[src/rtl/ysyx_23060240_ifu_pkg.sv]
// Shared types and constants for the ysyx_23060240 instruction fetch unit.
package ysyx_23060240_ifu_pkg;

    typedef enum logic [2:0] {
        S_BOOT,
        S_REQ,
        S_WAIT,
        S_OUT,
        S_NEXT
    } ifu_state_e;

    localparam logic [1:0]  FAULT_NONE       = 2'd0;
    localparam logic [1:0]  FAULT_MISALIGN   = 2'd1;
    localparam logic [1:0]  FAULT_BUS        = 2'd2;
    localparam logic [31:0] NOP_INST         = 32'h0000_0013;
    localparam logic [31:0] DEFAULT_RESET_PC = 32'h8000_0000;

endpackage

[src/rtl/ysyx_23060240_ifu_fetch.sv]
// Multi-cycle fetch unit: one AXI4-Lite read per instruction, handed to decode
// over valid/ready, then parked until the next PC comes back.
module ysyx_23060240_ifu_fetch
    import ysyx_23060240_ifu_pkg::*;
#(
    parameter logic [31:0] RESET_PC = DEFAULT_RESET_PC
) (
    input  logic        clk,
    input  logic        rst,
    output logic [31:0] araddr,
    output logic        arvalid,
    input  logic        arready,
    input  logic [31:0] rdata,
    input  logic [1:0]  rresp,
    input  logic        rvalid,
    output logic        rready,
    output logic        out_valid,
    input  logic        out_ready,
    output logic [31:0] out_inst,
    output logic [31:0] out_pc,
    output logic [1:0]  out_fault,
    input  logic        upd_valid,
    input  logic [31:0] upd_pc,
    output logic [31:0] fetch_cnt
);

    ifu_state_e  state_q, state_d;
    logic [31:0] pc_q, pc_d;
    logic [31:0] inst_q, inst_d;
    logic [1:0]  fault_q, fault_d;
    logic [31:0] cnt_q, cnt_d;

    always_ff @(posedge clk or negedge rst) begin
        if (!rst) begin
            state_q <= S_BOOT;
            pc_q    <= RESET_PC;
            inst_q  <= 32'h0;
            fault_q <= FAULT_NONE;
            cnt_q   <= 32'h0;
        end else begin
            state_q <= state_d;
            pc_q    <= pc_d;
            inst_q  <= inst_d;
            fault_q <= fault_d;
            cnt_q   <= cnt_d;
        end
    end

    always_comb begin
        state_d = state_q;
        pc_d    = pc_q;
        inst_d  = inst_q;
        fault_d = fault_q;
        cnt_d   = cnt_q;
        case (state_q)
            S_BOOT: state_d = S_REQ;
            S_REQ: begin
                if (arready) state_d = S_WAIT;
            end
            S_WAIT: begin
                // Error responses still forward rdata so decode sees what the bus returned.
                if (rvalid) begin
                    inst_d  = rdata;
                    fault_d = (rresp != 2'b00) ? FAULT_BUS : FAULT_NONE;
                    state_d = S_OUT;
                end
            end
            S_OUT: begin
                if (out_ready) begin
                    cnt_d   = cnt_q + 32'd1;
                    state_d = S_NEXT;
                end
            end
            S_NEXT: begin
                if (upd_valid) begin
                    pc_d = upd_pc;
                    if (upd_pc[1:0] == 2'b00) begin
                        state_d = S_REQ;
                    end else begin
                        // Misaligned target: report the fault without touching the bus.
                        inst_d  = NOP_INST;
                        fault_d = FAULT_MISALIGN;
                        state_d = S_OUT;
                    end
                end
            end
            default: state_d = S_BOOT;
        endcase
    end

    assign araddr    = pc_q;
    assign arvalid   = (state_q == S_REQ);
    assign rready    = (state_q == S_WAIT);
    assign out_valid = (state_q == S_OUT);
    assign out_inst  = inst_q;
    assign out_pc    = pc_q;
    assign out_fault = fault_q;
    assign fetch_cnt = cnt_q;

endmodule

[config.mk]
export PLATFORM = sky130hd
export DESIGN_NAME = ysyx_23060240_ifu_fetch
export DESIGN_NICKNAME = d
export VERILOG_FILES = /design/src/rtl/ysyx_23060240_ifu_pkg.sv /design/src/rtl/ysyx_23060240_ifu_fetch.sv
export SDC_FILE = /design/constraint.sdc
export NUM_CORES = 1
export LEC_CHECK = 0
export ABC_AREA = 1
export CAP_MARGIN = 20
export CORE_MARGIN = 3
export CORE_UTILIZATION = 43
export DETAILED_ROUTE_END_ITERATION = 8
export HOLD_SLACK_MARGIN = 0.1
export PLACE_DENSITY = 0.89
export RECOVER_POWER = 50
export SLEW_MARGIN = 10
export SYNTH_ARGS = -nofsm -noshare
export SYNTH_HDL_FRONTEND = slang
export SYNTH_SLANG_ARGS = --single-unit
[constraint.sdc]
create_clock -name clk -period 1.7 [get_ports clk]
set_input_delay 0.17 -clock clk [delete_from_list [all_inputs] [get_ports clk]]
set_output_delay 0.17 -clock clk [all_outputs]
set_load 0.02 [all_outputs]
Word-level counts from Yosys, hierarchy flattened
Cells that the tools add are included.
- logic and storage cells: 38
- bits in registers: 101
- add/subtract/negate cells: 1
- equal/unequal tests: 9
- reductions and logical operators: 8
- mux-type cells: 15
- operators with widths (cell ; number):
    $mux W32 ; 3
    $pmux W32 S2 ; 1
    $add A32 B1 Y32 const B ; 1
    $pmux W3 S5 ; 1
    $mux W3 ; 4
    $mux W2 ; 5
    $reduce_and A4 Y1 ; 2
    $eq A3 B2 Y1 const B ; 2
    $ne A2 B2 Y1 const B ; 3
    $ne A2 B1 Y1 const B ; 2
    $pmux W2 S2 ; 1
    $reduce_and A2 Y1 ; 2
    $reduce_bool A2 Y1 ; 2
    $eq A3 B1 Y1 const B ; 1
    $eq A3 B3 Y1 const B ; 1
    $logic_not A3 Y1 ; 1
    $logic_not A2 Y1 ; 1

Longest topological paths before layout
- depth in word-level cells: 4
- mapped depth: 10

Worst setup path after synthesis
Ideal clock, no wire load.
- kind: register -> register
- start point: register state_q[0]
- end point: register cnt_q[20], in the netlist fetch_cnt[20]
- setup slack: 0.035 ns
- required time: 1.587 ns
- setup time: 0.113 ns
- period minus slack after synthesis: 1.665 ns
- stages on the path, launching flop included: 10
- arrival time: 1.552 ns
- path buffers: 0
- path through: dfrtp_1 nand2_2 nor2_1 nand2_2 nor2_4 nand2_2 nor2_1 nand2_1 nand2_1 inv_1
- longest elaborated chain between the ends: 2
- RTL lines (item ; RTL line ; source):
    from (decl) ; ysyx_23060240_ifu_fetch.sv:27 ; ifu_state_e state_q, state_d;
    from (signal assigned) ; ysyx_23060240_ifu_fetch.sv:41 ; state_q <= state_d;
    $eq A3 B2 Y1 ; -- ;
    net out_valid ; ysyx_23060240_ifu_fetch.sv:17 ; output logic out_valid,
    $reduce_and A2 Y1 (no source line) ; -- ;
    to (signal assigned) ; ysyx_23060240_ifu_fetch.sv:45 ; cnt_q <= cnt_d;
    to (decl) ; ysyx_23060240_ifu_fetch.sv:31 ; logic [31:0] cnt_q, cnt_d;
The timed path passes the listed nets, and every way through them passes these cells.
A chain may end at the register's enable or synchronous reset.

Worst setup path in the final report
- start point: register cnt_q[18], in the netlist fetch_cnt[18]
- end point: output fetch_cnt[18]
- RTL lines (item ; RTL line ; source):
    to (decl) ; ysyx_23060240_ifu_fetch.sv:24 ; output logic [31:0] fetch_cnt
No word-level cell between the ends.

==> results.sh <==
export IMPL_status="finished clean"
export IMPL_numClockSinks=101
export IMPL_area_growth_synth_to_final_pct=47.9
export IMPL_insertion_delay_ns=0.36
export IMPL_fp_dieArea_sq_um=12400
export IMPL_startpoint_type="register"
export IMPL_cts_made_buffers=9
export IMPL_gp_congestion=0.918
export IMPL_postSynthAreaPerCell_sq_um=9.48
export IMPL_cp_slowest_cell="clkdlybuf4s50_1"
export IMPL_grt_ovfl_total=0
export IMPL_drive_gt1_frac=0.140
export IMPL_remaining_drc_errors=0
export IMPL_clockBufferDepth=2
export IMPL_cap_violations=0
export IMPL_grtUsageTotal=0.211
export IMPL_holdWs_ns=0.219
export IMPL_io_pins=205
export IMPL_critical_path_top_delay_family="buffers and inverters"
export IMPL_fin_crit_ns=1.65
export IMPL_cts_root_buf="clkbuf_8"
export IMPL_maxSlewViolCount=0
export IMPL_tritoncts="yes"
export IMPL_cp_arrival_ns=1.48
export IMPL_start_util=0.451
export IMPL_htreeDepth=3
export IMPL_synth_edff_count=0
export IMPL_tns_ns=0
export IMPL_drt_met1_wl_um=5100
export IMPL_antenna_found_initial=0
export IMPL_routed_via_density=5.04
export IMPL_grt_pass1_wl_um=21200
export IMPL_port_buffers=204
export IMPL_cp_cell_sequence="clkdlybuf4s50_1"
export IMPL_drt_wl_total_um=13600
export IMPL_cellLeakagePower_nw=3.22
export IMPL_critPathBufInv=1
export IMPL_core_area_sq_um=10600
export IMPL_highest_layer="met4"
export IMPL_grt_max_degree=42
export IMPL_cp_max_fo=5
export IMPL_die_height_um=111
export IMPL_syn_inst=502
export IMPL_fp_row_count=37
export IMPL_first_global_vias=4152
export IMPL_fmax_ghz=0.604
export IMPL_critical_path_class="register to primary output"
export IMPL_synth_top_area_frac=0.526
export IMPL_worstMarginPinSlew_ns=0.920
export IMPL_fillCellCount=776
export IMPL_path_clk_slew_ns=0.11
export IMPL_setup_viol_count_final=0
export IMPL_skew_ns=0.0105
export IMPL_wl_met3_um=851
export IMPL_yosysMostFrequentCell="nand2_1"
export IMPL_synthArstFlopShare=1.00
export IMPL_syn_area_sq_um=4760
export IMPL_endpoint_kind="primary output"
export IMPL_yosys_area_top_type="dfrtp_1"
export IMPL_wl_per_cell_um=16.5
export IMPL_final_hold_viol_count=0
export IMPL_vias=4179
export IMPL_wl_met2_um=7400
export IMPL_drt_iter0_drc=206
export IMPL_ys_seq_area_frac=0.531
export IMPL_num_nets_final=761
export IMPL_synth_seq_cells=101
export IMPL_antenna_cells=0
export IMPL_post_route_period_util=0.973
export IMPL_hpwl_um=10100
export IMPL_power_density_nw_per_um2=1620
export IMPL_rsz0062_at_grt="true"
export IMPL_yosys_warnings=0
export IMPL_cp_data_required_time_ns=1.53
export IMPL_synth_cell_types=30
export IMPL_firstDrtPassIters=5
export IMPL_synth_ff_type="dfrtp_1"
export IMPL_fp_dieW_um=111
export IMPL_slew_headroom=0.386
export IMPL_hp_class="input pin to async pin"
export IMPL_synth_common_cells="nand2_1, dfrtp_1, nor2_1"
export IMPL_yosys_top_cells_area="dfrtp_1, nand2_1, mux2_2, buf_4, o21ai_0"
export IMPL_ir_drop_mv=1.10
export IMPL_syn_nets=575
export IMPL_critPathMaxStageDelay_ns=0.65
export IMPL_ant_nets=0
-- repair_timing --
action                                 4_1_cts  5_1_grt
hold buffers                                 1        0
setup endpoints to repair                    5       51
endpoints found under the hold margin      101        0
gates cloned                                 0        2
setup buffers                                0        3
gates resized for setup                      8       28
pin swaps                                    0        4
-- through the flow --
stage	power [W]	cells	setup slack [ns]	utilization	cell area [sq um]
global route	0.0120	829	-0.0768	0.667	7040
global placement	0.00937	807	0.0819	0.641	6770
floorplan	0.00709	502	0.0349	-	4760
finish	0.0114	829	0.0451	0.667	7040
detailed placement	0.00960	807	0.0458	0.641	6770
CTS	0.0112	824	0.00193	0.663	7000
-- sequential cells by signal, indices dropped and copies added, names as in the netlist --
| name | cells |
|---|---|
| state_q | 3 |
| out_fault | 2 |
| araddr | 32 |
| fetch_cnt | 32 |
| out_inst | 32 |
-- power by group --
part | total [W] | switching (W) | internal, W
clock network | 0.00169 | 0.000856 | 0.000834
registers | 0.00384 | 0.000611 | 0.00323
logic | 0.00587 | 0.00301 | 0.00286
-- path summary, 6_finish.rpt --
check                           endpoint  depth (start not counted)  slack, ns           from
setup / recovery           fetch_cnt[18]                          1       0.05  fetch_cnt[18]
hold / removal              out_inst[16]                          2       0.22            rst
setup reg to reg            out_fault[1]                          7       0.09     state_q[2]
hold reg to reg             out_inst[27]                          2       0.49   out_inst[27]
max in group asynchronous     state_q[0]                          3       0.23            rst
min in group clk            out_inst[13]                          3       0.36      rdata[13]
-- layout by cell type (no fill, tap or decap), types with 8 or more instances in the layout --
| cell type | netlist | layout |
|---|---|---|
| clkdlybuf4s50_1 | 0 | 192 |
| nand2_1 | 140 | 138 |
| dfrtp_1 | 100 | 98 |
| inv_1 | 36 | 35 |
| mux2_2 | 32 | 32 |
| nor2_1 | 39 | 31 |
| o21ai_0 | 35 | 29 |
| nand3_1 | 16 | 16 |
| nand4_1 | 12 | 12 |
| xor2_1 | 11 | 11 |
| xnor2_1 | 9 | 9 |
| clkbuf_8 | 0 | 9 |
| nor2_2 | 1 | 8 |
-- metal layers --
| layer | vias to the layer above | track usage |
|---|---|---|
| met5 | - | 0 |
| met2 | 195 | 0.386 |
| met1 | 2019 | 0.247 |
| met3 | 25 | 0.0398 |
| li1 | 1940 | - |
| met4 | 0 | 0.0738 |
-- area by class of cell --
class | instances | area, sq um | share of cell area
timing repair buffer | 221 | 2200 | 0.313
multi-input combinational | 319 | 1780 | 0.253
clock buffer | 9 | 124 | 0.0176
inverter | 36 | 135 | 0.0192
sequential | 101 | 2530 | 0.360
tap | 136 | 170 | 0.0242
clock inverter | 7 | 97.6 | 0.0139
-- cells by family after synthesis --
logic type               synth area share
adder cells (fa/ha/maj)           0.00263
flip-flops                          0.531
XOR/XNOR                           0.0368
AO/OA/AOI/OAI                      0.0500
AND/OR/NAND/NOR                     0.203
buffers and inverters               0.101
multiplexers                       0.0757
Power figures use the tool's default switching activity.
